==> src/rtl/sd_mem_arbiter.sv <==
// Two-port arbiter in front of a fixed-latency byte memory: SD reader (A) has priority,
// loader/debug port (B) is protected from starvation; completions return in issue order.
module sd_mem_arbiter #(
   parameter int MEM_LAT    = 2,
   parameter int B_MAX_WAIT = 16
) (
   input  logic        sdclk,
   input  logic        rst_n,
   input  logic        a_req,
   input  logic [63:0] a_addr,
   output logic        a_gnt,
   output logic        a_valid,
   output logic [7:0]  a_rdata,
   input  logic        b_req,
   input  logic        b_we,
   input  logic [63:0] b_addr,
   input  logic [7:0]  b_wdata,
   output logic        b_gnt,
   output logic        b_valid,
   output logic [7:0]  b_rdata,
   output logic        b_err,
   input  logic        wp,
   output logic        mem_en,
   output logic        mem_we,
   output logic [63:0] mem_addr,
   output logic [7:0]  mem_wdata,
   input  logic [7:0]  mem_rdata
);

   typedef enum logic {
      OWN_A = 1'b0,
      OWN_B = 1'b1
   } owner_e;

   typedef struct packed {
      logic   valid;
      owner_e owner;
      logic   we;
      logic   err;
   } tag_t;

   localparam logic [7:0] B_MAX_W8 = 8'(B_MAX_WAIT);

   logic [7:0] wait_q, wait_d;
   tag_t       pipe_q [MEM_LAT];
   tag_t       pipe_d [MEM_LAT];
   tag_t       new_tag;
   tag_t       exit_tag;
   logic       starve;

   logic       a_valid_q, a_valid_d;
   logic [7:0] a_rdata_q, a_rdata_d;
   logic       b_valid_q, b_valid_d;
   logic [7:0] b_rdata_q, b_rdata_d;
   logic       b_err_q, b_err_d;

   // Grant and memory-side mux; grants are gated by rst_n so nothing issues during reset.
   always_comb begin
      starve    = b_req && (wait_q >= B_MAX_W8);
      a_gnt     = rst_n & a_req & ~starve;
      b_gnt     = rst_n & b_req & (~a_req | starve);
      mem_en    = a_gnt | b_gnt;
      mem_we    = b_gnt & b_we & ~wp;
      mem_addr  = b_gnt ? b_addr : a_addr;
      mem_wdata = b_gnt ? b_wdata : '0;
   end

   always_comb begin
      wait_d = wait_q;
      if (!b_req || b_gnt) begin
         wait_d = '0;
      end else if (wait_q != 8'hFF) begin
         wait_d = wait_q + 8'd1;
      end
   end

   // Tag pipeline: depth MEM_LAT so the tag leaves in the cycle mem_rdata is valid.
   always_comb begin
      new_tag.valid = mem_en;
      new_tag.owner = b_gnt ? OWN_B : OWN_A;
      new_tag.we    = b_gnt & b_we;
      new_tag.err   = b_gnt & b_we & wp;
      pipe_d[0]     = new_tag;
      for (int unsigned i = 1; i < MEM_LAT; i++) begin
         pipe_d[i] = pipe_q[i-1];
      end
      exit_tag = pipe_q[MEM_LAT-1];
   end

   always_comb begin
      a_valid_d = exit_tag.valid && (exit_tag.owner == OWN_A);
      b_valid_d = exit_tag.valid && (exit_tag.owner == OWN_B);
      b_err_d   = b_valid_d && exit_tag.err;
      a_rdata_d = a_valid_d ? mem_rdata : a_rdata_q;
      b_rdata_d = (b_valid_d && !exit_tag.we) ? mem_rdata : b_rdata_q;
   end

   always_ff @(posedge sdclk or negedge rst_n) begin
      if (!rst_n) begin
         wait_q    <= '0;
         a_valid_q <= 1'b0;
         a_rdata_q <= '0;
         b_valid_q <= 1'b0;
         b_rdata_q <= '0;
         b_err_q   <= 1'b0;
         for (int unsigned i = 0; i < MEM_LAT; i++) begin
            pipe_q[i] <= '0;
         end
      end else begin
         wait_q    <= wait_d;
         a_valid_q <= a_valid_d;
         a_rdata_q <= a_rdata_d;
         b_valid_q <= b_valid_d;
         b_rdata_q <= b_rdata_d;
         b_err_q   <= b_err_d;
         for (int unsigned i = 0; i < MEM_LAT; i++) begin
            pipe_q[i] <= pipe_d[i];
         end
      end
   end

   assign a_valid = a_valid_q;
   assign a_rdata = a_rdata_q;
   assign b_valid = b_valid_q;
   assign b_rdata = b_rdata_q;
   assign b_err   = b_err_q;

endmodule
==> config.mk <==
export PLATFORM = sky130hd
export DESIGN_NAME = sd_mem_arbiter
export DESIGN_NICKNAME = d
export VERILOG_FILES = /design/src/rtl/sd_mem_arbiter.sv
export SDC_FILE = /design/constraint.sdc
export NUM_CORES = 1
export LEC_CHECK = 0
export ABC_AREA = 1
export CAP_MARGIN = 30
export CORE_AREA = 2 2 95 97
export CTS_BUF_LIST = sky130_fd_sc_hd__clkbuf_8
export CTS_CLUSTER_DIAMETER = 120
export DETAILED_ROUTE_END_ITERATION = 6
export DIE_AREA = 0 0 97 99
export GPL_ROUTABILITY_DRIVEN = 0
export PLACE_DENSITY = 0.79
export RECOVER_POWER = 25
export REMOVE_ABC_BUFFERS = 1
export SYNTH_ARGS = -nofsm -noshare
export SYNTH_HDL_FRONTEND = slang
export SYNTH_SLANG_ARGS = --single-unit
==> constraint.sdc <==
create_clock -name sdclk -period 2.8 [get_ports sdclk]
set_input_delay 0.56 -clock sdclk [delete_from_list [all_inputs] [get_ports sdclk]]
set_output_delay 0.56 -clock sdclk [all_outputs]
set_load 0.01 [all_outputs]
==> impl_metrics.csv, run 1 <==
group,metric,value,unit
logic_synthesis,syn_avg_cell_area,6.21,um^2
routing,vias,3440,
sta,fmax,365,MHz
final_layout,finalInstanceArea,5340,um^2
routing,route.detailed.drc,0,
power,pwr-share-seq,0.325,
place,placed_area,5010,um^2
routing,drt_iter0_markers,81,
final_layout,area_delta_synth_final,118,%
cts,worst_skew_pair.late_latency,0.28,ns
logic_synthesis,syn-cell-area,2450,um^2
power,irDropWorstVdd,0.000213,V
logic_synthesis,yosysUniqueCellTypes,19,
die,die_h,99,um
power,combPwrFrac,0.425,
cts,path_clk_slew,0.07,ns
die,num_rows,34,
die,core,8550,um^2
run,maxCapViolCount,0,
cts,clk_path_buf_depth,2,
sta,min_period,2.74,ns
cts,clock-root-buffer,"clkbuf_8",
routing,antenna_left,0,
min_path,worstHoldPathType,"primary input to asynchronous set/reset pin",
sta,maxSlewViolCount,0,
cts,cts_buffers,5,
logic_synthesis,synth_area_leaders,"dfrtp_1 36%, nand2_1 26%, nand3_1 15%",
sta,rsz0062_at_grt,"false",
sta,clock_skew,0.00587,ns
logic_synthesis,yosys.area.top_type,"dfrtp_1",
power,power.switching,0.504,mW
power,p_leak,2.65,nW
routing,wl,11100,um
final_layout,seq_area,876,um^2
final_layout,n_antenna_cell,0,
final_layout,n_fill_cell,754,
final_layout,multiInputGateArea,1310,um^2
logic_synthesis,synth_warnings,0,
power,power.share.clock,0.250,
sta,setup_ws,0.0566,ns
critical_path,cp-start-kind,"primary input",
sta,finalCritPeriodShare,0.980,
power,swShare,0.276,
final_layout,fin_nets,795,
final_layout,final_util,0.625,
grt,grt_pass1_vias,3273,
status,status,"complete, no violations",
die,top_level_ports,245,
logic_synthesis,yosysSeqAreaShare,0.357,
place,preCtsSetupSlack,-0.0472,ns
power,p_per_area,342,nW/um^2
cts,htree_levels,2,
logic_synthesis,syn_inst,395,
critical_path,critical_path_class,"primary input to output port",
critical_path,critPathRequiredTime,2.24,ns
routing,viasPerCell,4.57,
sta,finalSetupViolCount,0,
cts,clock_sinks,35,
sta,slew_headroom,0.239,
grt,antenna_found_initial,0,
critical_path,cp_max_fo,12,
die,die_area,9600,um^2
logic_synthesis,ys_ff_latch,35,
die,floorplan.initialDensity,0.287,
final_layout,layout-drive-gt1-share,0.0606,
grt,grt_pass1_wl,16200,um
grt,overflow,0,
die,fp.dieW,97,um
logic_synthesis,synth_top_cell_area_share,0.357,
place,port_buffers,244,
sta,hold_viol,0,
critical_path,end_kind,"output port",
cts,cts_tree,"built",
place,post-dp-hpwl,8510,um
routing,drt_first_pass_iters,5,
routing,wl_per_cell,14.7,um
sta,tightest_slew,1.14,ns
power,p_int,1.32,mW
grt,grt_max_degree,54,
critical_path,arrival,2.18,ns
grt,grt_use_total,0.208,
-- state kept, by name, indices dropped and copies added, names as in the netlist --
name      count
a_rdata       8
b_rdata       8
wait_q        8
exit_tag      4
pipe_d        4
a_valid       1
b_err         1
b_valid       1
-- per-stage QoR --
step | power (mW) | instances | setup TNS [ns] | hold WS, ns
4_1_cts | 1.82 | 743 | -0.0332 | 0.234
6_report | 1.83 | 752 | 0 | 0.325
5_1_grt | 1.92 | 752 | 0 | 0.354
2_1_floorplan | 0.819 | 370 | -3.35 | 0.264
3_3_place_gp | 1.35 | 734 | -0.0483 | 0.334
3_5_place_dp | 1.36 | 734 | -0.396 | 0.335
-- path summary, 6_finish.rpt --
kind                                endpoint  cells past startpoint  startpoint  slack [ns]
worst max register to register     pipe_d[3]                      7   wait_q[4]        1.33
max in group asynchronous         a_rdata[5]                      2       rst_n        1.43
worst max-delay path            mem_addr[11]                      7       a_req        0.06
min in group sdclk               exit_tag[2]                      0   pipe_d[2]        0.34
worst min-delay path             exit_tag[1]                      2       rst_n        0.32
worst min register to register   exit_tag[2]                      0   pipe_d[2]        0.34
-- layout by cell type (no fill, tap or decap), drive strengths merged --
cell,n
clkdlybuf4s50,217
nand2,172
nand3,73
dfrtp,35
inv,33
nor2,28
dlygate4sd2,21
o21ai,17
buf,16
clkbuf,13
dlymetal6s2s,5
or2,5
nor3,2
ha,2
clkinv,2
xor2,1
nand4,1
bufinv,1
-- repair_timing --
action,CTS,global route
cloned,1,5
hold endpoints to repair,0,0
resized for setup,25,12
hold buffers,0,0
setup endpoints to repair,36,53
setup buffers,0,4
pin swaps,0,1
-- logic make-up (layout without fill, tap and decap cells) --
family / count (synthesis) / in the layout / synth area share
AO/OA/AOI/OAI: 17 / 17 / 0.0347
buffers and inverters: 59 / 308 / 0.117
AND/OR/NAND/NOR: 281 / 281 / 0.478
XOR/XNOR: 1 / 1 / 0.00357
flip-flops: 35 / 35 / 0.357
adder cells (fa/ha/maj): 2 / 2 / 0.0102
-- layout make-up --
| cell class | count | share of cell area |
|---|---|---|
| Timing Repair Buffer | 266 | 0.518 |
| Inverter | 34 | 0.0248 |
| Tap cell | 108 | 0.0253 |
| Clock inverter | 2 | 0.00656 |
| Sequential cell | 35 | 0.164 |
| Clock buffer | 6 | 0.0155 |
| Multi-Input combinational cell | 301 | 0.246 |
-- per-layer routing --
metal,global-route usage,up-vias,routed length (um)
li1,-,1723,-
met1,0.208,1547,3760
met2,0.400,150,6100
met3,0.0688,20,920
met4,0.0726,0,295
met5,0,-,0
-- critical path, cell delays in order --
cell and delay, ns:
clkdlybuf4s50_1 0.52, nand2_4 0.11, nand2_8 0.14, buf_6 0.16
nand2_1 0.07, nand2_1 0.08, clkdlybuf4s50_1 0.53
-- synthesized netlist by cell type --
cell	number
inv_1	33
buf_6	4
o21ai_1	5
or2_1	1
dfrtp_1	35
nand4_1	1
buf_2	10
nand3_1	73
ha_1	2
nor2_1	28
nand2_1	169
clkbuf_1	5
o21ai_0	12
buf_4	6
nand2_2	3
inv_2	1
nor3_1	2
xor2_1	1
or2_2	4
-- power groups by stage --
| stage | registers, mW | logic, mW | clock network [mW] |
|---|---|---|---|
| 3_5_place_dp | 0.602 | 0.760 | 0 |
| 4_1_cts | 0.593 | 0.754 | 0.471 |
| 5_1_grt | 0.599 | 0.832 | 0.493 |
| 2_1_floorplan | 0.623 | 0.196 | 0 |
| 3_3_place_gp | 0.598 | 0.748 | 0 |
| 6_report | 0.593 | 0.776 | 0.456 |
No activity file was read; power rests on OpenSTA's default activity.
==> run 2: changes to the inputs <==
CTS_BUF_LIST = sky130_fd_sc_hd__clkbuf_4 sky130_fd_sc_hd__clkbuf_8   (was sky130_fd_sc_hd__clkbuf_8)
==> results of run 2 <==
The final DEF is identical to that of run 1; final timing and power are the same.
==> run 3: changes to the inputs <==
CORE_AREA = 2 2 94 96   (was 2 2 95 97)
DIE_AREA = 0 0 96 98   (was 0 0 97 99)
PLACE_DENSITY = 0.8   (was 0.79)
TNS_END_PERCENT = 1   (was default)
clock period = 2.67 ns   (was 2.8 ns; I/O delays follow)
==> impl_metrics.csv, run 3 (synthesis results as in run 1) <==
group,metric,value,unit
place,post-dp-hpwl,8990,um
min_path,worstHoldPathType,"register to register",
sta,hold_ws,0.350,ns
final_layout,area_delta_synth_final,112,%
status,status,"finished with violations",
cts,clock_sinks,35,
sta,maxSlewViolCount,0,
place,preCtsSetupSlack,-0.131,ns
die,floorplan.initialDensity,0.290,
cts,path_clk_slew,0.07,ns
die,fp.dieW,96,um
min_path,hp-start,"pipe_d[3]",
critical_path,end_kind,"output port",
critical_path,crit_chain,"clkdlybuf4s50_1, nand2_1, inv_2, buf_12, buf_12, nand3_1, nand2_1, clkdlybuf4s50_1",
cts,cts_buffers,5,
cts,cts_tree,"built",
sta,finalSetupViolCount,1,
grt,grt_max_degree,42,
die,core,8470,um^2
place,port_buffers,244,
final_layout,fin_nets,799,
critical_path,cpPeakStageDelay,0.53,ns
cts,clock-root-buffer,"clkbuf_8",
sta,slew_headroom,0.232,
power,p_leak,2.75,nW
cts,ctsHoldBuffers,0,
place,placed_area,5130,um^2
sta,tns,-0.111,ns
sta,setup_ws,-0.111,ns
run,maxCapViolCount,0,
critical_path,crit_slowest_cell,"clkdlybuf4s50_1",
sta,tightest_slew,1.15,ns
sta,hold_viol,0,
final_layout,finalInstanceArea,5200,um^2
routing,drt_iter0_markers,95,
routing,vias,3477,
cts,clk_path_buf_depth,2,
sta,rsz0062_at_grt,"true",
critical_path,cp-start-kind,"primary input",
die,die_h,98,um
grt,grt_use_total,0.218,
grt,grt_pass1_wl,16100,um
grt,overflow,0,
critical_path,startpoint,"b_req",
critical_path,critPathRequiredTime,2.14,ns
routing,antenna_left,0,
critical_path,critical_path_class,"primary input to output port",
routing,viasPerCell,4.59,
final_layout,layout-drive-gt1-share,0.0617,
sta,finalCritPeriodShare,1.04,
routing,wl,10600,um
critical_path,cp_max_fo,16,
final_layout,n_fill_cell,792,
die,top_level_ports,245,
cts,htree_levels,2,
power,p_per_area,358,nW/um^2
place,dp.cells,745,
die,die_area,9410,um^2
grt,grt_pass1_vias,3302,
grt,antenna_found_initial,1,
power,irDropWorstVdd,0.000182,V
routing,route.detailed.drc,0,
final_layout,final_cells,757,
critical_path,r2r-start,"wait_q[4]",
final_layout,layout_common_cells,"169 x nand2_1, 169 x clkdlybuf4s50_1, 73 x nand3_1, 67 x dlygate4sd2_1, 35 x dfrtp_1",
sta,fmax,360,MHz
routing,wl_per_cell,14.0,um
cts,worst_skew_pair.late_latency,0.28,ns
die,num_rows,34,
status,violations,"negative setup slack",
final_layout,final_util,0.615,
sta,min_period,2.78,ns
routing,drt_first_pass_iters,4,
sta,clock_skew,0.00596,ns
critical_path,arrival,2.25,ns
power,power,1.86,mW
## run 3: layer usage
metal  routed length, um  GRT usage  vias up
li1                    -          -     1731
met1                3730      0.236     1540
met2                5440      0.389      176
met3                1090     0.0710       30
met4                 314     0.0769        0
met5                   0          0        -
## run 3: cell type report
cell class | count | area [um^2] | area share
timing repair buffer | 270 | 2650 | 0.509
multi-input combinational | 301 | 1290 | 0.249
sequential | 35 | 876 | 0.168
tap | 108 | 135 | 0.0260
inverter | 34 | 128 | 0.0245
clock buffer | 6 | 82.6 | 0.0159
clock inverter | 2 | 35.0 | 0.00673
antenna | 1 | 2.50 | 0.000481
## run 3: worst max-delay path, delay by kind of cell
family	cells	cell delay (ns)
simple gates	3	0.24
buf+inv	5	1.48
## run 3: path summary, 6_finish.rpt
kind | endpoint | slack (ns) | cells past startpoint
setup / recovery | mem_addr[51] | -0.11 | 8
hold / removal | exit_tag[3] | 0.35 | 0
setup reg to reg | wait_q[5] | 1.22 | 8
hold reg to reg | exit_tag[3] | 0.35 | 0
max in group asynchronous | exit_tag[1] | 1.33 | 2
min in group asynchronous | wait_q[2] | 0.45 | 2
## run 3: timing repair
action | 4_1_cts | 5_1_grt
setup buffers | 0 | 3
endpoints found under the setup margin | 75 | 8
hold endpoints to repair | 0 | 0
resized for setup | 68 | 8
## run 3: where the power goes
part,internal [mW],switching [mW],leakage [nW]
registers,0.589,0.0324,0.450
clock network,0.302,0.177,0.0612
logic,0.452,0.307,2.23
==> RTL change 1: new RTL, config.mk and constraints of run 2 <==
Reset style: synchronous (`rst_n`), changed in one clocked block.
--- a/src/rtl/sd_mem_arbiter.sv
+++ b/src/rtl/sd_mem_arbiter.sv
@@ -95,7 +95,7 @@
       b_rdata_d = (b_valid_d && !exit_tag.we) ? mem_rdata : b_rdata_q;
    end
 
-   always_ff @(posedge sdclk or negedge rst_n) begin
+   always_ff @(posedge sdclk) begin
       if (!rst_n) begin
          wait_q    <= '0;
          a_valid_q <= 1'b0;
Behaviour: differs if rst_n is asserted again (counterexample within 4 cycles, from zero or initial values and one cycle with rst_n low); with rst_n held inactive, the same outputs for 10 cycles.
==> RTL change 1 against run 2 <==
Wire length is 4.1% lower. Combinational power shrank 18%. Via count decreased by 4.0%. Largest power group unchanged. Highest routed layer unchanged. Area after synthesis shrank 8.9%. Worst setup slack lost 29 ps. Sequential cell count unchanged. Largest cell class unchanged. Power fell by 17%. Core utilization down 3.7 points. Critical endpoint is now mem_en. Final cell count decreased by 2.7%. Cell area down 5.9%. Hold slack gained 85 ps.
==> RTL change 1: results (changes against run 2) <==
- Drt first-iter violations: 100 (+23%)
- Setup Skew: 5.583 ps (-0.2833 ps)
- Met3 global-route usage: 0.07447 (+0.005674)
- Share of layout cells above drive strength 1: 0.04327 (-0.01729)
- Worst setup path end: mem_en
- WL/cell: 14.50 um (-1.5%)
- Switching Share: 0.2782 (+0.002349)
- Footprint of the multi-input gates: 1291 um2 (-1.7%)
- VDD IR max: 0.1948 mV (-8.5%)
- Worst Reg-to-Reg Cells: 5 (-2)
- Worst hold path type: flop to flop
- Seq pwr: 0.524 mW (-12%)
- Area fraction in compound gates after synthesis: 0.05151 (+0.01682)
- Post-synthesis sequential area ratio: 0.3135 (-0.04359)
- WL met2: 5.496 mm (-9.9%)
- Met3 routed WL: 994 um (+8.0%)
- GR Util met1: 0.2072 (-0.0005665)
- Worst-margin pin slew: 499.2 ps (-642.2 ps)
- XOR/XNOR Fraction of Synth Area: 0.003919 (+0.0003479)
- Crit path launch: rst_n
- N_diodes: 0 (unchanged)
- # nets final: 776 (-2.4%)
- Largest net degree at the start of global routing: 37 (-31%)
- Syn Area/Cell: 5.881 um2 (-5.3%)
- Post-CTS sizing: 52 (+110%)
- # fillers: 793 (+5.2%)
- Final hold slack: 410.0 ps (+85.09 ps)
- Total Wirelength: 10.62 mm (-4.1%)
- Top post-synthesis cells by area: dfxtp_1 31%, nand2_1 24%, nand3_1 15%, nor2_1 8.4%, o21ai_0 4.0%
- Hpwl dp: 8.430 mm (-0.92%)
- PwrDens: 300.7 nW/um2 (-12%)
- Mux cell area share after synthesis: 0 (unchanged)
- Clk_lat worst skew: 280 ps (about the same)
- Post-Synth Adder-Cell Area: 0.01120 (+0.0009941)
- Status: finished clean
- Setup bufs post-CTS: 1 (+1)
- Vias: 3301 (-4.0%)
- Post-synth top cells: 143 x nand2_1, 69 x nand3_1, 50 x nor2_1
- CP Max Fanout: 21 (+9)
- Capturing point of the worst reg2reg path: a_rdata[2]$_SDFFE_PN0P_
- CP arrival: 2210 ps (+30 ps)
- Initial DRT Pass Iterations: 4 (-1)
- Ys async rst share: 0 (-1.000)
- Met2 usage: 0.4006 (+0.0005342)
- First-pass GRT wire length: 16.42 mm (+1.1%)
- Pleak: 2.664 nW (+0.53%)
- Pre-CTS WS: -145.3 ps (-98.17 ps)
- Count of different cell masters after synthesis: 21 (+2)
- Worst reg2reg path startpoint: pipe_q[0][7]$_SDFF_PN0_
- P_comb: 0.637 mW (-18%)
- DP Area: 4810 um2 (-3.9%)
- Placed Cells incl. Taps: 721 (-1.8%)
- Post-Route M1 WL: 3.786 mm (+0.77%)
- GRT Util Overall: 0.2102 (+0.002637)
[RTL change 1: changes by cell type in the layout (fill, tap and decap cells not counted), moves of 10 or more]
cell,before,now
clkdlybuf4s50_1,217,172
dfrtp_1,35,0
dfxtp_1,0,35
nand2_1,167,142
dlygate4sd2_1,21,45
nor2_1,28,52
dlymetal6s2s_1,5,25
inv_1,33,23
[RTL change 1: critical path, cell delays in order]
cell and delay (ps):
clkdlybuf4s50_1 520, buf_4 240, inv_1 90, o21ai_0 210, clkdlybuf4s50_1 580
[RTL change 1: cell type report]
| class | count | area share |
|---|---|---|
| timing repair buffer | 259 | 0.5396 |
| sequential | 35 | 0.1394 |
| tap | 108 | 0.02689 |
| multi-input combinational | 298 | 0.2570 |
| inverter | 25 | 0.01967 |
| clock buffer | 6 | 0.01643 |
| clock inverter | 1 | 0.0009960 |
==> RTL change 2: new RTL, config.mk and constraints of run 2 <==
Made on the original files. Change the parameter `MEM_LAT` from 2 to 1.
--- a/src/rtl/sd_mem_arbiter.sv
+++ b/src/rtl/sd_mem_arbiter.sv
@@ -1,7 +1,7 @@
 // Two-port arbiter in front of a fixed-latency byte memory: SD reader (A) has priority,
 // loader/debug port (B) is protected from starvation; completions return in issue order.
 module sd_mem_arbiter #(
-   parameter int MEM_LAT    = 2,
+   parameter int MEM_LAT    = 1,
    parameter int B_MAX_WAIT = 16
 ) (
    input  logic        sdclk,
Check against the original RTL: not equivalent (a bounded check fails within 4 cycles, from zero or initial values and one cycle with rst_n low).
==> RTL change 2 against run 2 <==
Hold slack worse by 5.8 ps. Sequential cell count is 4 lower. Cell area is 2.8% lower. Combinational power is 3% lower. Wire length is 0.22% lower. Area after synthesis is 4.1% lower. Clock power is 1% lower. Worst setup slack better by 80 ps. Power is 4.7% lower. Clock skew hardly changed. Register-to-register slack worse by 40 ps. Largest cell class unchanged. First-iteration DRC count is 31% higher.
==> RTL change 2: results (changes against run 2) <==
- Capturing point of the worst reg2reg path: wait_q[0]$_DFFE_PN0P_
- Area growth syn-to-layout: 120.6%
- Worst setup path end: mem_addr[47]
- Num sequential: 31 (-11%)
- N_diodes: 1 (+1)
- Fraction of area in multi-input gates: 0.2548 (+0.008805)
- Worst reg2reg path startpoint: wait_q[1]$_DFFE_PN0P_
- Vias: 3467 (+0.78%)
- Initial DRT Pass Iterations: 4 (-1)
- Setup Skew: 6.248 ps (+0.3809 ps)
- Post-synthesis sequential area ratio: 0.3298 (-0.02736)
- Share of layout cells above drive strength 1: 0.05651 (-0.004044)
- Largest net degree at the start of global routing: 38 (-30%)
- DP Area: 4918 um2 (-1.7%)
- # fillers: 795 (+5.4%)
- Crit path launch: wait_q[4]$_DFFE_PN0P_
- Hpwl dp: 8.505 mm (about the same)
- Initial antenna violation count: 1 (+1)
- Signal buf overhead: 0.5210 (+0.003166)
- Status: finished clean
- Drt first-iter violations: 106 (+31%)
- Clk tree area frac: 0.02266 (+0.0006371)
- CP arrival: 2100 ps (-80 ps)
- Top post-synthesis cells by area: dfrtp_1 33%, nand2_1 27%, nand3_1 16%, inv_1 5.3%, nor2_1 4.5%
- Rel. slew slack: 0.2605 (+0.02148)
RTL change 2: cell count changes in the layout (fill, tap and decap cells not counted), sizes merged:
cell           change
diode              +1
clkinv             -1
clkdlybuf4s50     -23
dfrtp              -4
clkbuf             -1
buf                -2
inv                +1
dlygate4sd2       +23
RTL change 2: through the flow:
| step | worst slack (ps) | cells |
|---|---|---|
| 2_1_floorplan | -234.6 | 366 |
| 3_3_place_gp | -125.3 | 731 |
| 3_5_place_dp | -116.1 | 731 |
| 4_1_cts | -51.38 | 741 |
| 5_1_grt | 1.589 | 746 |
| 6_report | 137.0 | 746 |
RTL change 2: power groups by stage:
stage	Combinational [mW]	Sequential, mW	Clock [mW]
floorplan	0.196	0.562	0
global placement	0.748	0.539	0
detailed placement	0.758	0.541	0
CTS	0.746	0.533	0.459
global route	0.811	0.539	0.484
finish	0.756	0.533	0.451
RTL change 2: layer usage:
metal | vias up | wire [um]
li1 | 1706 | -
met1 | 1553 | 3953
met2 | 174 | 5733
met3 | 34 | 925
met4 | 0 | 435
met5 | - | 0
